$ cat config.mk
export PLATFORM = sky130hd
export DESIGN_NAME = seq_detect_ctrl_flat
export DESIGN_NICKNAME = d
export VERILOG_FILES = /design/src/rtl/seq_det_pkg.sv /design/src/rtl/seq_detect_ctrl_if.sv /design/src/rtl/seq_match_core.sv /design/src/rtl/seq_detect_ctrl.sv /design/src/flat_wrapper.sv
export SDC_FILE = /design/constraint.sdc
export NUM_CORES = 1
export LEC_CHECK = 0
export CAP_MARGIN = 30
export CORE_MARGIN = 3
export CORE_UTILIZATION = 47
export CTS_BUF_LIST = sky130_fd_sc_hd__clkbuf_4 sky130_fd_sc_hd__clkbuf_8
export CTS_CLUSTER_SIZE = 25
export DETAILED_ROUTE_END_ITERATION = 12
export GPL_TIMING_DRIVEN = 0
export PLACE_DENSITY = 0.83
export REMOVE_ABC_BUFFERS = 1
export SLEW_MARGIN = 20
export SYNTH_ARGS = -nofsm -noshare
export SYNTH_HDL_FRONTEND = slang
export SYNTH_SLANG_ARGS = --single-unit
$ cat constraint.sdc
create_clock -name clk -period 2.18 [get_ports clk]
set_clock_uncertainty 0.05 [all_clocks]
set_input_delay 0.218 -clock clk [delete_from_list [all_inputs] [get_ports clk]]
set_output_delay 0.218 -clock clk [all_outputs]
set_load 0.1 [all_outputs]
$ cat src/rtl/seq_det_pkg.sv
// Shared types and constants for the configurable serial pattern detector.
package seq_det_pkg;

    // Control FSM states, binary encoded.
    typedef enum logic [1:0] {
        ST_IDLE = 2'd0,
        ST_RUN  = 2'd1,
        ST_DONE = 2'd2
    } state_t;

    // Power-on configuration: pattern 1001, four bits long, overlapping matches.
    localparam logic [31:0] DEF_PATTERN = 32'h0000_0009;
    localparam int          DEF_LEN     = 4;
    localparam logic        DEF_OVERLAP = 1'b1;

    // Width needed to hold a length value in the range 0..max_len.
    function automatic int len_w(input int max_len);
        return $clog2(max_len + 1);
    endfunction

endpackage

$ cat src/rtl/seq_detect_ctrl_if.sv
// Configuration, control, serial input and status bundle of the pattern detector.
// Handshake: cfg_we, start and stop are single-cycle strobes sampled on the rising
// edge; x is taken only on edges where x_valid is high and the detector is in RUN.
// There is no back-pressure; every strobe is acted on or ignored in the same edge.
interface seq_detect_ctrl_if
    import seq_det_pkg::*;
#(
    parameter int MAX_LEN = 8,
    parameter int CNT_W   = 8,
    parameter int LEN_W   = len_w(MAX_LEN)
);
    logic               cfg_we;
    logic [MAX_LEN-1:0] cfg_pattern;
    logic [LEN_W-1:0]   cfg_len;
    logic               cfg_overlap;
    logic [CNT_W-1:0]   cfg_target;
    logic               start;
    logic               stop;
    logic               x_valid;
    logic               x;
    logic               busy;
    logic               match;
    logic               done;
    logic [CNT_W-1:0]   match_count;
    logic               cfg_err;
    state_t             dbg_state;
    logic [MAX_LEN-1:0] dbg_pattern;
    logic [LEN_W-1:0]   dbg_len;

    modport master (
        output cfg_we, cfg_pattern, cfg_len, cfg_overlap, cfg_target,
        output start, stop, x_valid, x,
        input  busy, match, done, match_count, cfg_err,
        input  dbg_state, dbg_pattern, dbg_len
    );

    modport slave (
        input  cfg_we, cfg_pattern, cfg_len, cfg_overlap, cfg_target,
        input  start, stop, x_valid, x,
        output busy, match, done, match_count, cfg_err,
        output dbg_state, dbg_pattern, dbg_len
    );

endinterface

$ cat src/rtl/seq_match_core.sv
// History shift register, fill counter and length-masked pattern compare.
// hit is combinational and describes the bit being sampled on the coming edge.
module seq_match_core
    import seq_det_pkg::*;
#(
    parameter int MAX_LEN = 8,
    parameter int LEN_W   = len_w(MAX_LEN)
) (
    input  logic               clk,
    input  logic               rst,
    input  logic               sample,
    input  logic               x,
    input  logic               clr,
    input  logic               clr_fill,
    input  logic [MAX_LEN-1:0] pattern,
    input  logic [LEN_W-1:0]   len,
    output logic               hit
);

    logic [MAX_LEN-1:0] hist_q;
    logic [MAX_LEN-1:0] hist_new;
    logic [LEN_W-1:0]   fill_q;
    logic [LEN_W-1:0]   fill_new;
    logic               eq;

    // Look-ahead of history/fill after this bit, and compare of the low len bits.
    always_comb begin
        hist_new = {hist_q[MAX_LEN-2:0], x};
        fill_new = (int'(fill_q) >= MAX_LEN) ? fill_q : fill_q + 1'b1;
        eq = 1'b1;
        for (int i = 0; i < MAX_LEN; i++) begin
            if ((i < int'(len)) && (hist_new[i] != pattern[i])) begin
                eq = 1'b0;
            end
        end
        hit = sample && eq && (fill_new >= len);
    end

    // Shift in sampled bits; clear on a new run; drop fill after a non-overlap match.
    always_ff @(posedge clk or posedge rst) begin
        if (rst) begin
            hist_q <= '0;
            fill_q <= '0;
        end else if (clr) begin
            hist_q <= '0;
            fill_q <= '0;
        end else if (sample) begin
            hist_q <= hist_new;
            fill_q <= clr_fill ? '0 : fill_new;
        end
    end

endmodule

$ cat src/rtl/seq_detect_ctrl.sv
// Run-time configurable serial pattern-detector controller: config registers,
// arm/disarm FSM, saturating match counter and registered status pulses.
module seq_detect_ctrl
    import seq_det_pkg::*;
#(
    parameter int MAX_LEN = 8,
    parameter int CNT_W   = 8,
    parameter int LEN_W   = len_w(MAX_LEN)
) (
    input  logic             clk,
    input  logic             rst,
    seq_detect_ctrl_if.slave bus
);

    localparam logic [MAX_LEN-1:0] RST_PATTERN = DEF_PATTERN[MAX_LEN-1:0];
    localparam logic [LEN_W-1:0]   RST_LEN     = LEN_W'(DEF_LEN);

    state_t             state_q;
    state_t             state_d;
    logic [MAX_LEN-1:0] pattern_q;
    logic [LEN_W-1:0]   len_q;
    logic               overlap_q;
    logic [CNT_W-1:0]   target_q;
    logic [CNT_W-1:0]   count_q;
    logic [CNT_W-1:0]   count_inc;
    logic               match_q;
    logic               done_q;
    logic               err_q;
    logic               run;
    logic               start_acc;
    logic               sample;
    logic               hit;
    logic               done_hit;
    logic               len_bad;
    logic               cfg_ok;

    assign run       = (state_q == ST_RUN);
    assign start_acc = !run && bus.start && !bus.stop;
    // A stop edge freezes the history, so the bit on that edge is never taken.
    assign sample    = run && bus.x_valid && !bus.stop;
    assign len_bad   = (int'(bus.cfg_len) < 2) || (int'(bus.cfg_len) > MAX_LEN);
    assign cfg_ok    = bus.cfg_we && !run;
    assign count_inc = (count_q == '1) ? count_q : count_q + 1'b1;
    assign done_hit  = hit && (target_q != '0) && (count_q != '1) && (count_inc == target_q);

    seq_match_core #(
        .MAX_LEN (MAX_LEN),
        .LEN_W   (LEN_W)
    ) u_core (
        .clk      (clk),
        .rst      (rst),
        .sample   (sample),
        .x        (bus.x),
        .clr      (start_acc),
        .clr_fill (hit && !overlap_q),
        .pattern  (pattern_q),
        .len      (len_q),
        .hit      (hit)
    );

    // Next-state: stop always wins over start; reaching the target ends the run.
    always_comb begin
        state_d = state_q;
        case (state_q)
            ST_IDLE: if (bus.start && !bus.stop) state_d = ST_RUN;
            ST_RUN: begin
                if (bus.stop)     state_d = ST_IDLE;
                else if (done_hit) state_d = ST_DONE;
            end
            ST_DONE: begin
                if (bus.stop)       state_d = ST_IDLE;
                else if (bus.start) state_d = ST_RUN;
            end
            default: state_d = ST_IDLE;
        endcase
    end

    // State register.
    always_ff @(posedge clk or posedge rst) begin
        if (rst) state_q <= ST_IDLE;
        else     state_q <= state_d;
    end

    // Config registers: writable outside RUN, illegal lengths rejected with cfg_err.
    always_ff @(posedge clk or posedge rst) begin
        if (rst) begin
            pattern_q <= RST_PATTERN;
            len_q     <= RST_LEN;
            overlap_q <= DEF_OVERLAP;
            target_q  <= '0;
            err_q     <= 1'b0;
        end else begin
            err_q <= cfg_ok && len_bad;
            if (cfg_ok && !len_bad) begin
                pattern_q <= bus.cfg_pattern;
                len_q     <= bus.cfg_len;
                overlap_q <= bus.cfg_overlap;
                target_q  <= bus.cfg_target;
            end
        end
    end

    // Match accounting and registered match/done pulses.
    always_ff @(posedge clk or posedge rst) begin
        if (rst) begin
            count_q <= '0;
            match_q <= 1'b0;
            done_q  <= 1'b0;
        end else begin
            match_q <= hit;
            done_q  <= done_hit;
            if (start_acc)  count_q <= '0;
            else if (hit)   count_q <= count_inc;
        end
    end

    assign bus.busy        = run;
    assign bus.match       = match_q;
    assign bus.done        = done_q;
    assign bus.match_count = count_q;
    assign bus.cfg_err     = err_q;
    assign bus.dbg_state   = state_q;
    assign bus.dbg_pattern = pattern_q;
    assign bus.dbg_len     = len_q;

endmodule

$ cat src/flat_wrapper.sv
// flat-port wrapper written by rule: the top's interface ports become plain ports
module seq_detect_ctrl_flat import seq_det_pkg::*;
#(
    parameter int MAX_LEN = 8,
    parameter int CNT_W   = 8,
    parameter int LEN_W   = len_w(MAX_LEN)
)
  (clk, rst, bus_cfg_we, bus_cfg_pattern, bus_cfg_len, bus_cfg_overlap, bus_cfg_target, bus_start, bus_stop, bus_x_valid, bus_x, bus_busy, bus_match, bus_done, bus_match_count, bus_cfg_err, bus_dbg_state, bus_dbg_pattern, bus_dbg_len);
  seq_detect_ctrl_if #(.MAX_LEN(MAX_LEN), .CNT_W(CNT_W), .LEN_W(LEN_W)) bus_i ();
  input  logic clk;
  input  logic rst;
  input wire logic [$bits(bus_i.cfg_we)-1:0] bus_cfg_we;
  input wire logic [$bits(bus_i.cfg_pattern)-1:0] bus_cfg_pattern;
  input wire logic [$bits(bus_i.cfg_len)-1:0] bus_cfg_len;
  input wire logic [$bits(bus_i.cfg_overlap)-1:0] bus_cfg_overlap;
  input wire logic [$bits(bus_i.cfg_target)-1:0] bus_cfg_target;
  input wire logic [$bits(bus_i.start)-1:0] bus_start;
  input wire logic [$bits(bus_i.stop)-1:0] bus_stop;
  input wire logic [$bits(bus_i.x_valid)-1:0] bus_x_valid;
  input wire logic [$bits(bus_i.x)-1:0] bus_x;
  output wire logic [$bits(bus_i.busy)-1:0] bus_busy;
  output wire logic [$bits(bus_i.match)-1:0] bus_match;
  output wire logic [$bits(bus_i.done)-1:0] bus_done;
  output wire logic [$bits(bus_i.match_count)-1:0] bus_match_count;
  output wire logic [$bits(bus_i.cfg_err)-1:0] bus_cfg_err;
  output wire logic [$bits(bus_i.dbg_state)-1:0] bus_dbg_state;
  output wire logic [$bits(bus_i.dbg_pattern)-1:0] bus_dbg_pattern;
  output wire logic [$bits(bus_i.dbg_len)-1:0] bus_dbg_len;
  assign bus_i.cfg_we = bus_cfg_we;
  assign bus_i.cfg_pattern = bus_cfg_pattern;
  assign bus_i.cfg_len = bus_cfg_len;
  assign bus_i.cfg_overlap = bus_cfg_overlap;
  assign bus_i.cfg_target = bus_cfg_target;
  assign bus_i.start = bus_start;
  assign bus_i.stop = bus_stop;
  assign bus_i.x_valid = bus_x_valid;
  assign bus_i.x = bus_x;
  assign bus_busy = bus_i.busy;
  assign bus_match = bus_i.match;
  assign bus_done = bus_i.done;
  assign bus_match_count = bus_i.match_count;
  assign bus_cfg_err = bus_i.cfg_err;
  assign bus_dbg_state = bus_i.dbg_state;
  assign bus_dbg_pattern = bus_i.dbg_pattern;
  assign bus_dbg_len = bus_i.dbg_len;
  seq_detect_ctrl #(.MAX_LEN(MAX_LEN), .CNT_W(CNT_W), .LEN_W(LEN_W)) u_core (.clk(clk), .rst(rst), .bus(bus_i));
endmodule
==> metrics.cfg, run 1 <==
[run_status]
status = complete, but fails checks
violations = setup timing

[sta]
period_minus_slack_ps = 2331
worst_pin_slew_ps = 1138
slew_violations = 0
max_clock_freq_mhz = 429.1
period_share_pct = 106.9
finalSetupViolCount = 14
slew_headroom_pct = 23.99
hold_viol = 0
layout_setup_ws_ps = -150.7
rsz0062_at_grt = yes

[setup_path]
r2r_slack_ps = -150
crit_chain = nor3b_1 > nand2_2 > a21oi_1 > o2111a_2 > nand3_1 > and2_1
crit_family = simple AND/OR/NAND/NOR gates
rr_startpoint = u_core.bus.dbg_state[1]
rr_worst_depth = 6
cpPeakStageDelay_ps = 410
reg2reg_to = u_core.u_core.fill_q[0]
cp.arrival_ps = 2470
path_buf_inv = 0
path_max_fanout = 15
end_kind = flip-flop
crit_required_ps = 2320
cp_slowest_cell = dfrtp_1
path_class = reg2reg
worstSetupStartpointType = flip-flop

[yosys]
synth_xor_area_share_pct = 7.286
synth_simple_gate_area_share_pct = 15.83
synth-compound-area-share_pct = 13.67
ys_async_sr_fraction_pct = 100.0
synth_top_family_by_area = simple AND/OR/NAND/NOR gates
synthCells = 238
yosys_warnings = 0
avgSynthCellArea_um2 = 10.46
syn-cell-area_um2 = 2490
synth_cell_types = 49
synth_seq_cells = 45
synth-edff-count = 0
synth_fa_ha_area_share_pct = 3.518
synth-main-ff-cell = dfrtp_1
ys_seq_area_share_pct = 45.43
synth.area.mux_share_pct = 11.16

[pwr]
p_comb_share_pct = 45.0
seq_power_share_pct = 36.6
internal_power_uw = 1758
switching_share_pct = 42.64
leakagePower_uw = 0.001570
powerDensity_nw_per_um2 = 905.7
power_switching_uw = 1307
ir_worst_vdd_v = 0.0007452
power_frac_clock_pct = 18.4

[clock_network]
cts_hold_buf = 0
cts.sinks = 45
h-tree-depth = 2
cts_tree = built
cts.path.max_buffers = 2
clk-insertion-delay-late_ps = 300
cts_buffers = 5
cts-root-buf = clkbuf_8
clkTransAtPathRegs_ps = 80

[routing]
drt_iter0_markers = 165
drt-pass1-iter-count = 4
vias = 2070
drc = 0
avgViaCountPerCell = 5.625
wl_per_cell_um = 16.61
ant_nets = 0
wirelength_um = 6111

[placement]
portBuffers = 53
dp.cells = 352
place.gp.congestion = 0.8769
hpwl_um = 4178
dpl_worst_slack_ps = -366.9

[layout]
nets = 335
finalNonFillerCells = 368
fill_cells = 376
multi_input_area_um2 = 1409
drive_above_1_share_pct = 26.25
seqCellArea_um2 = 1132
syn_to_final_growth_pct = 35.93
diodes = 0

[global_route]
grt_pass1_wl_um = 9597
grt_overflow = 0
grt.total_usage_pct = 19.73
grt_pass1_vias = 2045
grt_max_degree = 30
antenna_found_initial = 0

[floorplan]
die_w_um = 78.79
die_area_um2 = 6207
pin_count = 54
rows = 25
die_h_um = 78.79
core_area_um2 = 4911
start_util_pct = 50.70

[job]
maxCapViolCount = 0

[hold_path]
hp-class = in2async

## registers in the layout, summed over array words and instances (netlist names)
name                    cells
u_core.bus.cfg_err          1
u_core.bus.dbg_len          4
u_core.bus.dbg_pattern      8
u_core.bus.dbg_state        2
u_core.bus.done             1
u_core.bus.match            1
u_core.bus.match_count      8
u_core.overlap_q            1
u_core.target_q             8
u_core.u_core.fill_q        4
u_core.u_core.hist_q        7
## routing by layer
metal	vias to the layer above	global-route usage, %	routed length, µm
met2	89	32.51	2900
met4	0	10.14	219
li1	970	-	-
met3	17	3.175	411
met1	994	25.02	2579
met5	-	0	0
## final cells by class
type | count | area share, %
Multi-Input combinational cell | 175 | 41.63
Sequential cell | 45 | 33.46
Timing Repair Buffer | 62 | 18.08
Clock buffer | 7 | 2.847
Tap cell | 67 | 2.477
Inverter | 11 | 1.368
Clock inverter | 1 | 0.1479
## stage by stage
stage	setup TNS [ps]	hold slack (ps)	utilization [%]	power (µW)	instance area [µm²]
after CTS	-1299	168.5	66.52	2971	3267
after floorplan	-9575	273.4	-	2019	2454
final	-1465	158.5	68.92	3065	3385
after global routing	-2752	198.1	68.92	3208	3385
after detailed placement	-5892	455.2	63.18	2340	3103
after global placement	-14610	440.5	62.47	2296	3068
## Yosys cell counts, types with 2 or more instances
master | number | share of area [%]
a311oi_1 | 2 | 0.70
nand2b_1 | 3 | 0.75
mux2i_1 | 3 | 1.2
o31ai_1 | 2 | 0.60
clkbuf_1 | 4 | 0.60
nand3b_1 | 2 | 0.60
nor3b_1 | 2 | 0.60
dfstp_2 | 4 | 4.2
xor2_1 | 8 | 2.8
o21ai_0 | 8 | 1.6
dfrtp_1 | 41 | 41
xnor2_1 | 9 | 3.2
inv_1 | 10 | 1.5
a21oi_1 | 7 | 1.4
and3_1 | 2 | 0.50
and2_1 | 2 | 0.50
mux2_2 | 22 | 9.9
nand2_1 | 30 | 4.5
a211oi_1 | 3 | 0.90
nor2_1 | 10 | 1.5
nor3_1 | 6 | 1.2
o2111a_1 | 2 | 0.90
ha_1 | 7 | 3.5
o211a_1 | 3 | 1.2
nand4_1 | 3 | 0.75
a31oi_1 | 6 | 1.5
nand3_1 | 14 | 2.8
nor2b_1 | 2 | 0.50
## power by group through the flow
stage | clock network, µW | registers, µW | logic, µW
CTS | 577 | 1120 | 1280
global placement | 0 | 1130 | 1160
finish | 563 | 1120 | 1380
global route | 606 | 1150 | 1460
detailed placement | 0 | 1140 | 1200
floorplan | 0 | 1560 | 457
## timing repair
| action | in CTS | in global routing |
|---|---|---|
| setup buffers | 4 | 3 |
| pin swaps | 10 | 9 |
| cloned | 1 | 0 |
| endpoints found under the setup margin | 29 | 21 |
| resized for setup | 23 | 25 |
## worst max-delay path by stage
stage | startpoint | end | slack [ps] | cells past startpoint
6_report | u_core.bus.dbg_state[1] | u_core.u_core.fill_q[0] | -150 | 6
4_1_cts | u_core.u_core.fill_q[0] | u_core.bus.dbg_state[0] | -120 | 9
3_3_place_gp | bus_cfg_len[2] | u_core.bus.dbg_pattern[5] | -420 | 6
2_1_floorplan | u_core.bus.match_count[0] | u_core.bus.dbg_state[0] | -620 | 7
5_1_grt | u_core.u_core.fill_q[1] | u_core.bus.match_count[7] | -240 | 10
3_5_place_dp | bus_stop | u_core.bus.dbg_state[0] | -370 | 7
## kinds of logic (layout without fill, tap and decap cells)
logic type                 count (synthesis)  count (layout)
AOI/OAI and AO/OA                         43              44
adders and majority gates                  7               7
and+or+nand+nor                           80              80
muxes                                     25              25
DFF                                       45              45
buffers and inverters                     19              81
xor gates and xnor gates                  19              19
## cell usage in the layout (no fill, tap or decap), types with 4 or more instances in the layout
cell type,netlist,routed
xor2_1,8,7
inv_1,10,7
clkbuf_8,0,7
a31oi_1,6,5
nor2_1,10,10
dfstp_2,4,4
dfrtp_1,41,40
nand2_1,30,29
clkdlybuf4s50_1,0,36
o21ai_0,8,6
nor3_1,6,5
mux2_2,22,21
buf_4,1,6
dlygate4sd2_1,0,12
dlymetal6s2s_1,0,4
nand3_1,14,14
xnor2_1,9,8
a21oi_1,7,6
No activity file was read; power rests on OpenSTA's default activity.
==> inputs of run 2 (changes only) <==
--- a/config.mk
+++ b/config.mk
@@ -7,10 +7,11 @@
 export LEC_CHECK = 0
 export CAP_MARGIN = 30
 export CORE_MARGIN = 3
-export CORE_UTILIZATION = 47
+export CORE_UTILIZATION = 59
 export CTS_BUF_LIST = sky130_fd_sc_hd__clkbuf_4 sky130_fd_sc_hd__clkbuf_8
 export CTS_CLUSTER_SIZE = 25
 export DETAILED_ROUTE_END_ITERATION = 12
+export DONT_BUFFER_PORTS = 1
 export GPL_TIMING_DRIVEN = 0
 export PLACE_DENSITY = 0.83
 export REMOVE_ABC_BUFFERS = 1
==> run 2 against run 1 <==
Against the previous run:
- the flow still finishes with violations (setup timing)
- clock power grew 1%
- critical path depth grew 4
- non-clock buffer count shrank 30
- sequential power grew 39%
- critical path type unchanged
- largest cell class unchanged
- cell count shrank 13%
- maximum frequency shrank 2.0%
- design area shrank 0.81%
==> metrics.cfg, run 2 (synthesized netlist as in run 1, its figures left out) <==
[floorplan]
die_w_um = 70.96  ; -9.9%
die_h_um = 70.96  ; -9.9%
pin_count = 54  ; unchanged
start_util_pct = 64.61  ; +14 points
core_area_um2 = 3854  ; -22%
rows = 22  ; -12%
die_area_um2 = 5035  ; -19%

[routing]
drc = 0  ; unchanged
wl_per_cell_um = 20.64  ; +24%
avgViaCountPerCell = 6.398  ; +14%
wirelength_um = 6585  ; +7.8%
vias = 2041  ; -1.4%
ant_nets = 0  ; unchanged
drt_iter0_markers = 154  ; -6.7%
drt-pass1-iter-count = 4  ; unchanged

[clock_network]
cts_tree = built
cts.path.max_buffers = 2  ; unchanged
cts.sinks = 45  ; unchanged
h-tree-depth = 2  ; unchanged
cts_buffers = 5  ; unchanged
cts-root-buf = clkbuf_8
clk-insertion-delay-late_ps = 300  ; about the same
clkTransAtPathRegs_ps = 90  ; about the same

[pwr]
power_switching_uw = 1386  ; +6.1%
p_comb_share_pct = 32.8  ; -12 points
seq_power_share_pct = 49.2  ; +13 points
internal_power_uw = 1786  ; +1.6%
leakagePower_uw = 0.001429  ; -9.0%
powerDensity_nw_per_um2 = 945.1  ; +4.4%
power_frac_clock_pct = 18.0  ; -0.4 points
ir_worst_vdd_v = 0.0008176  ; +9.7%
switching_share_pct = 43.70  ; +1.1 points

[setup_path]
cp_slowest_cell = dfrtp_1
critPathMostFrequentCell = ha_4
crit_chain = inv_2 > ha_4 > mux2_4 > ha_4 > o21ai_2 > a21oi_2 > buf_4 > o2111a_2 > nand4_1 > mux2i_1
path_class = reg2reg
path_buf_inv = 2  ; +2
crit_required_ps = 2350  ; +30 ps
cpPeakStageDelay_ps = 400  ; about the same
path_max_fanout = 4  ; -11
cp.arrival_ps = 2550  ; +80 ps
worstSetupStartpointType = flip-flop
crit_family = adder cells
end_kind = flip-flop

[sta]
max_clock_freq_mhz = 420.6  ; -2.0%
slew_headroom_pct = 34.06  ; +10 points
tns_ps = -2221  ; -756.0 ps
hold_slack_ps = 11.79  ; -146.7 ps
layout_setup_ws_ps = -197.8  ; -47.12 ps
worst_pin_slew_ps = 989.1  ; -148.6 ps
hold_viol = 0  ; unchanged
finalSetupViolCount = 16  ; +2
period_share_pct = 109.1  ; +2.2 points
slew_violations = 0  ; unchanged
period_minus_slack_ps = 2378  ; +47.12 ps
rsz0062_at_grt = yes

[placement]
place.gp.congestion = 0.9305  ; +6.1%
place_area_um2 = 2776  ; -11%
portBuffers = 0  ; -100%
hpwl_um = 3974  ; -4.9%
dp.cells = 293  ; -17%

[global_route]
grt_pass1_wl_um = 9998  ; +4.2%
grt_max_degree = 30  ; unchanged
grt.total_usage_pct = 25.40  ; +5.7 points
antenna_found_initial = 0  ; unchanged
grt_pass1_vias = 2036  ; -0.44%
grt_overflow = 0  ; unchanged

[layout]
fin_area_um2 = 3357  ; -0.81%
final_cell_mix = nand2_1 (29), dfrtp_1 (29), mux2_2 (21), nand3_1 (11)
syn_to_final_growth_pct = 34.82
nets = 305  ; -9.0%
diodes = 0  ; unchanged
finalNonFillerCells = 319  ; -13%
drive_above_1_share_pct = 42.80  ; +17 points

[job]
maxCapViolCount = 0  ; unchanged

[hold_path]
hp-class = in2reg

[run_status]
violations = setup timing
status = complete, but fails checks

==> run 2: power by group through the flow <==
| stage | Clock, µW | Combinational [µW] | Sequential [µW] |
|---|---|---|---|
| floorplan | 0 | 457 | 1560 |
| global placement | 0 | 517 | 1600 |
| detailed placement | 0 | 697 | 1530 |
| CTS | 574 | 898 | 1540 |
| global route | 612 | 1110 | 1580 |
| finish | 570 | 1040 | 1560 |
==> run 2: what timing repair did <==
action | in CTS | in global routing
cloned | 1 | 0
pin swaps | 20 | 10
endpoints found under the hold margin | 16 | 5
resized for setup | 53 | 21
setup buffers | 6 | 3
endpoints found under the setup margin | 44 | 17
hold buffers | 3 | 5
==> run 2: stage by stage <==
stage                     utilization (%)  worst slack [ps]  total power (µW)
after floorplan                         -            -615.1              2019
after global placement              65.23            -884.3              2121
after detailed placement            72.05            -888.5              2231
after CTS                           82.40            -122.2              3008
after global routing                87.11            -262.8              3307
final                               87.11            -197.8              3173
==> run 2: final timing paths <==
path	cells after the start	slack (ps)	end	startpoint
max reg2reg	10	-200	u_core.bus.match_count[5]	u_core.u_core.fill_q[1]
max in group asynchronous	3	1220	u_core.overlap_q	rst
max	10	-200	u_core.bus.match_count[5]	u_core.u_core.fill_q[1]
min in group asynchronous	2	310	u_core.u_core.hist_q[4]	rst
min reg2reg	2	470	u_core.u_core.hist_q[2]	u_core.u_core.hist_q[1]
min	1	10	u_core.bus.dbg_len[0]	bus_cfg_len[0]
==> run 2: layout make-up <==
| type | count | area, µm² |
|---|---|---|
| Fill cell | 190 | 496.7 |
| Sequential cell | 45 | 1175 |
| Clock buffer | 7 | 96.34 |
| Inverter | 11 | 52.55 |
| Timing Repair Buffer | 32 | 430.4 |
| Multi-Input combinational cell | 175 | 1538 |
| Clock inverter | 1 | 5.005 |
| Tap cell | 48 | 60.06 |
==> run 2: routing by layer <==
layer	track usage [%]	share of wire, %	vias to the layer above	routed length [µm]
li1	-	-	914	-
met1	33.15	39	994	2565
met2	39.24	50	111	3265
met3	7.244	8.1	22	536
met4	11.69	3.3	0	218
met5	0	0	-	0
==> inputs of run 3 (changes only) <==
--- a/config.mk
+++ b/config.mk
@@ -7,13 +7,14 @@
 export LEC_CHECK = 0
 export CAP_MARGIN = 30
 export CORE_MARGIN = 3
-export CORE_UTILIZATION = 59
+export CORE_UTILIZATION = 47
 export CTS_BUF_LIST = sky130_fd_sc_hd__clkbuf_4 sky130_fd_sc_hd__clkbuf_8
 export CTS_CLUSTER_SIZE = 25
 export DETAILED_ROUTE_END_ITERATION = 12
 export DONT_BUFFER_PORTS = 1
 export GPL_TIMING_DRIVEN = 0
-export PLACE_DENSITY = 0.83
+export HOLD_SLACK_MARGIN = 0.02
+export PLACE_DENSITY = 0.69
 export REMOVE_ABC_BUFFERS = 1
 export SLEW_MARGIN = 20
 export SYNTH_ARGS = -nofsm -noshare
==> run 3 against run 2 <==
Against the previous run:
- the run still ends with setup timing left
- count of clock-buffer cells in the layout did not move
- die area rose by 23%
- global-route usage fell by 3.9 points
- total power rose by 0.59%
- setup slack improved by 39 ps
- design area rose by 9.1%
- non-clock buffer count rose by 23
- critical path depth did not move
- register-to-register slack improved by 40 ps
- cell count rose by 13%
- flip-flop and latch count did not move
==> metrics.cfg, run 3 (synthesized netlist as in run 1, its figures left out) <==
[run_status]
status = complete, but fails checks
violations = setup timing

[sta]
period_minus_slack_ps = 2339  ; -38.83 ps
hold_viol = 0  ; unchanged
period_share_pct = 107.3  ; -1.8 points
layout_setup_ws_ps = -158.9  ; +38.83 ps
max_clock_freq_mhz = 427.5  ; +1.7%
rsz0062_at_grt = yes
worst_pin_slew_ps = 873.7  ; -115.3 ps
slew_violations = 0  ; unchanged
slew_headroom_pct = 41.79  ; +7.7 points
finalSetupViolCount = 15  ; -1

[pwr]
internal_power_uw = 1806  ; +1.1%
powerDensity_nw_per_um2 = 871.4  ; -7.8%
p_comb_share_pct = 34.7  ; +1.9 points
switching_share_pct = 43.41  ; -0.28 points
p_total_uw = 3191  ; +0.59%
ir_worst_vdd_v = 0.0007117  ; -13%
power_frac_clock_pct = 16.4  ; -1.6 points
leakagePower_uw = 0.001532  ; +7.2%
seq_power_share_pct = 48.9  ; -0.3 points
power_switching_uw = 1386  ; about the same

[routing]
wirelength_um = 6851  ; +4.0%
ant_nets = 0  ; unchanged
drt-pass1-iter-count = 5  ; +1
drc = 0  ; unchanged
avgViaCountPerCell = 5.895  ; -7.9%
vias = 2128  ; +4.3%
drt_iter0_markers = 177  ; +15%
wl_per_cell_um = 18.98  ; -8.1%

[setup_path]
cp.arrival_ps = 2500  ; -50 ps
rr_worst_depth = 10  ; unchanged
crit_required_ps = 2340  ; about the same
worstSetupStartpointType = flip-flop
end_kind = flip-flop
path_class = reg2reg
path_max_fanout = 4  ; unchanged

[clock_network]
cts.path.max_buffers = 2  ; unchanged
cts-root-buf = clkbuf_8
clk-insertion-delay-late_ps = 290  ; about the same
clkTransAtPathRegs_ps = 90  ; about the same
h-tree-depth = 2  ; unchanged
cts.sinks = 45  ; unchanged
cts_tree = built
cts_buffers = 5  ; unchanged

[floorplan]
die_h_um = 78.79  ; +11%
rows = 25  ; +14%
die_area_um2 = 6207  ; +23%
core_area_um2 = 4911  ; +27%
start_util_pct = 50.70  ; -14 points
pin_count = 54  ; unchanged
die_w_um = 78.79  ; +11%

[layout]
drive_above_1_share_pct = 44.22  ; +1.4 points
finalNonFillerCells = 361  ; +13%
fin_area_um2 = 3662  ; +9.1%
final_common_cell = nand2_1
fill_cells = 322  ; +69%
syn_to_final_growth_pct = 47.09
nets = 328  ; +7.5%
diodes = 0  ; unchanged
final_cell_mix = nand2_1 (29), dfrtp_1 (28), dlygate4sd3_1 (21), mux2_2 (20), buf_4 (12)
finalCoreUtilization_pct = 74.57  ; -13 points

[placement]
place.gp.congestion = 0.7916  ; -15%
portBuffers = 0  ; unchanged
dp.cells = 310  ; +5.8%
place_area_um2 = 2768  ; -0.32%
hpwl_um = 3953  ; -0.51%

[global_route]
grt_pass1_vias = 2076  ; +2.0%
antenna_found_initial = 0  ; unchanged
grt_max_degree = 27  ; -10%
grt_overflow = 0  ; unchanged
grt.total_usage_pct = 21.49  ; -3.9 points
grt_pass1_wl_um = 10420  ; +4.2%

[hold_path]
min_path_cells = 1  ; unchanged
hp-class = in2reg

[job]
maxCapViolCount = 0  ; unchanged

run 3: final timing paths:
path / startpoint / end / slack [ps]
max in group asynchronous: rst / u_core.overlap_q / 1190
max: u_core.u_core.fill_q[1] / u_core.bus.dbg_state[1] / -160
min: bus_cfg_pattern[0] / u_core.bus.dbg_pattern[0] / 30
min reg2reg: u_core.u_core.hist_q[0] / u_core.u_core.hist_q[1] / 480
min in group asynchronous: rst / u_core.u_core.hist_q[6] / 330
max reg2reg: u_core.u_core.fill_q[1] / u_core.bus.dbg_state[1] / -160
run 3: per-layer routing:
layer	share of wire, %	vias to the layer above	GRT usage (%)
met5	0	-	0
met4	2.5	0	8.566
met3	6.8	18	4.308
met2	49	104	34.72
met1	41	1041	28.31
li1	-	965	-
run 3: final cells by class:
type,instances,area (µm²),share of cell area (%)
repair buffers,55,649.4,17.73
well taps,67,83.83,2.289
inverters,11,52.55,1.435
flip-flops and latches,45,1179,32.18
multi-input cells,175,1609,43.94
clock inverters,1,5.005,0.1367
clock buffers,7,83.83,2.289
run 3: per-stage QoR:
| stage | setup TNS, ps | hold slack (ps) | setup slack, ps |
|---|---|---|---|
| after detailed placement | -24470 | 81.85 | -927.9 |
| after global placement | -24150 | 285.1 | -915.2 |
| final | -997.6 | 27.27 | -158.9 |
| after CTS | -1305 | 20.08 | -178.5 |
| after global routing | -2263 | 21.78 | -237.2 |
| after floorplan | -9575 | 273.4 | -615.1 |
run 3: power by group through the flow:
stage               clock, µW  sequential [µW]  combinational, µW
global placement            0             1610                523
finish                    525             1560               1110
detailed placement          0             1540                696
CTS                       535             1540                948
global route              573             1580               1180
floorplan                   0             1560                457
run 3: critical path, cell delays in order (launching register included):
cell      delay [ps]
dfrtp_1          400
inv_2             90
ha_4             200
mux2_4           290
ha_4             260
o21ai_2           50
a21oi_2          150
o2111a_2         310
nand2_4          110
buf_6            140
o31ai_4          220
run 3: repair_timing:
action,4_1_cts,5_1_grt
hold buffers,11,10
endpoints found under the hold margin,26,10
gates resized for setup,66,25
pin swaps,20,18
setup endpoints to repair,44,32
cloned,1,0
setup buffers,13,8
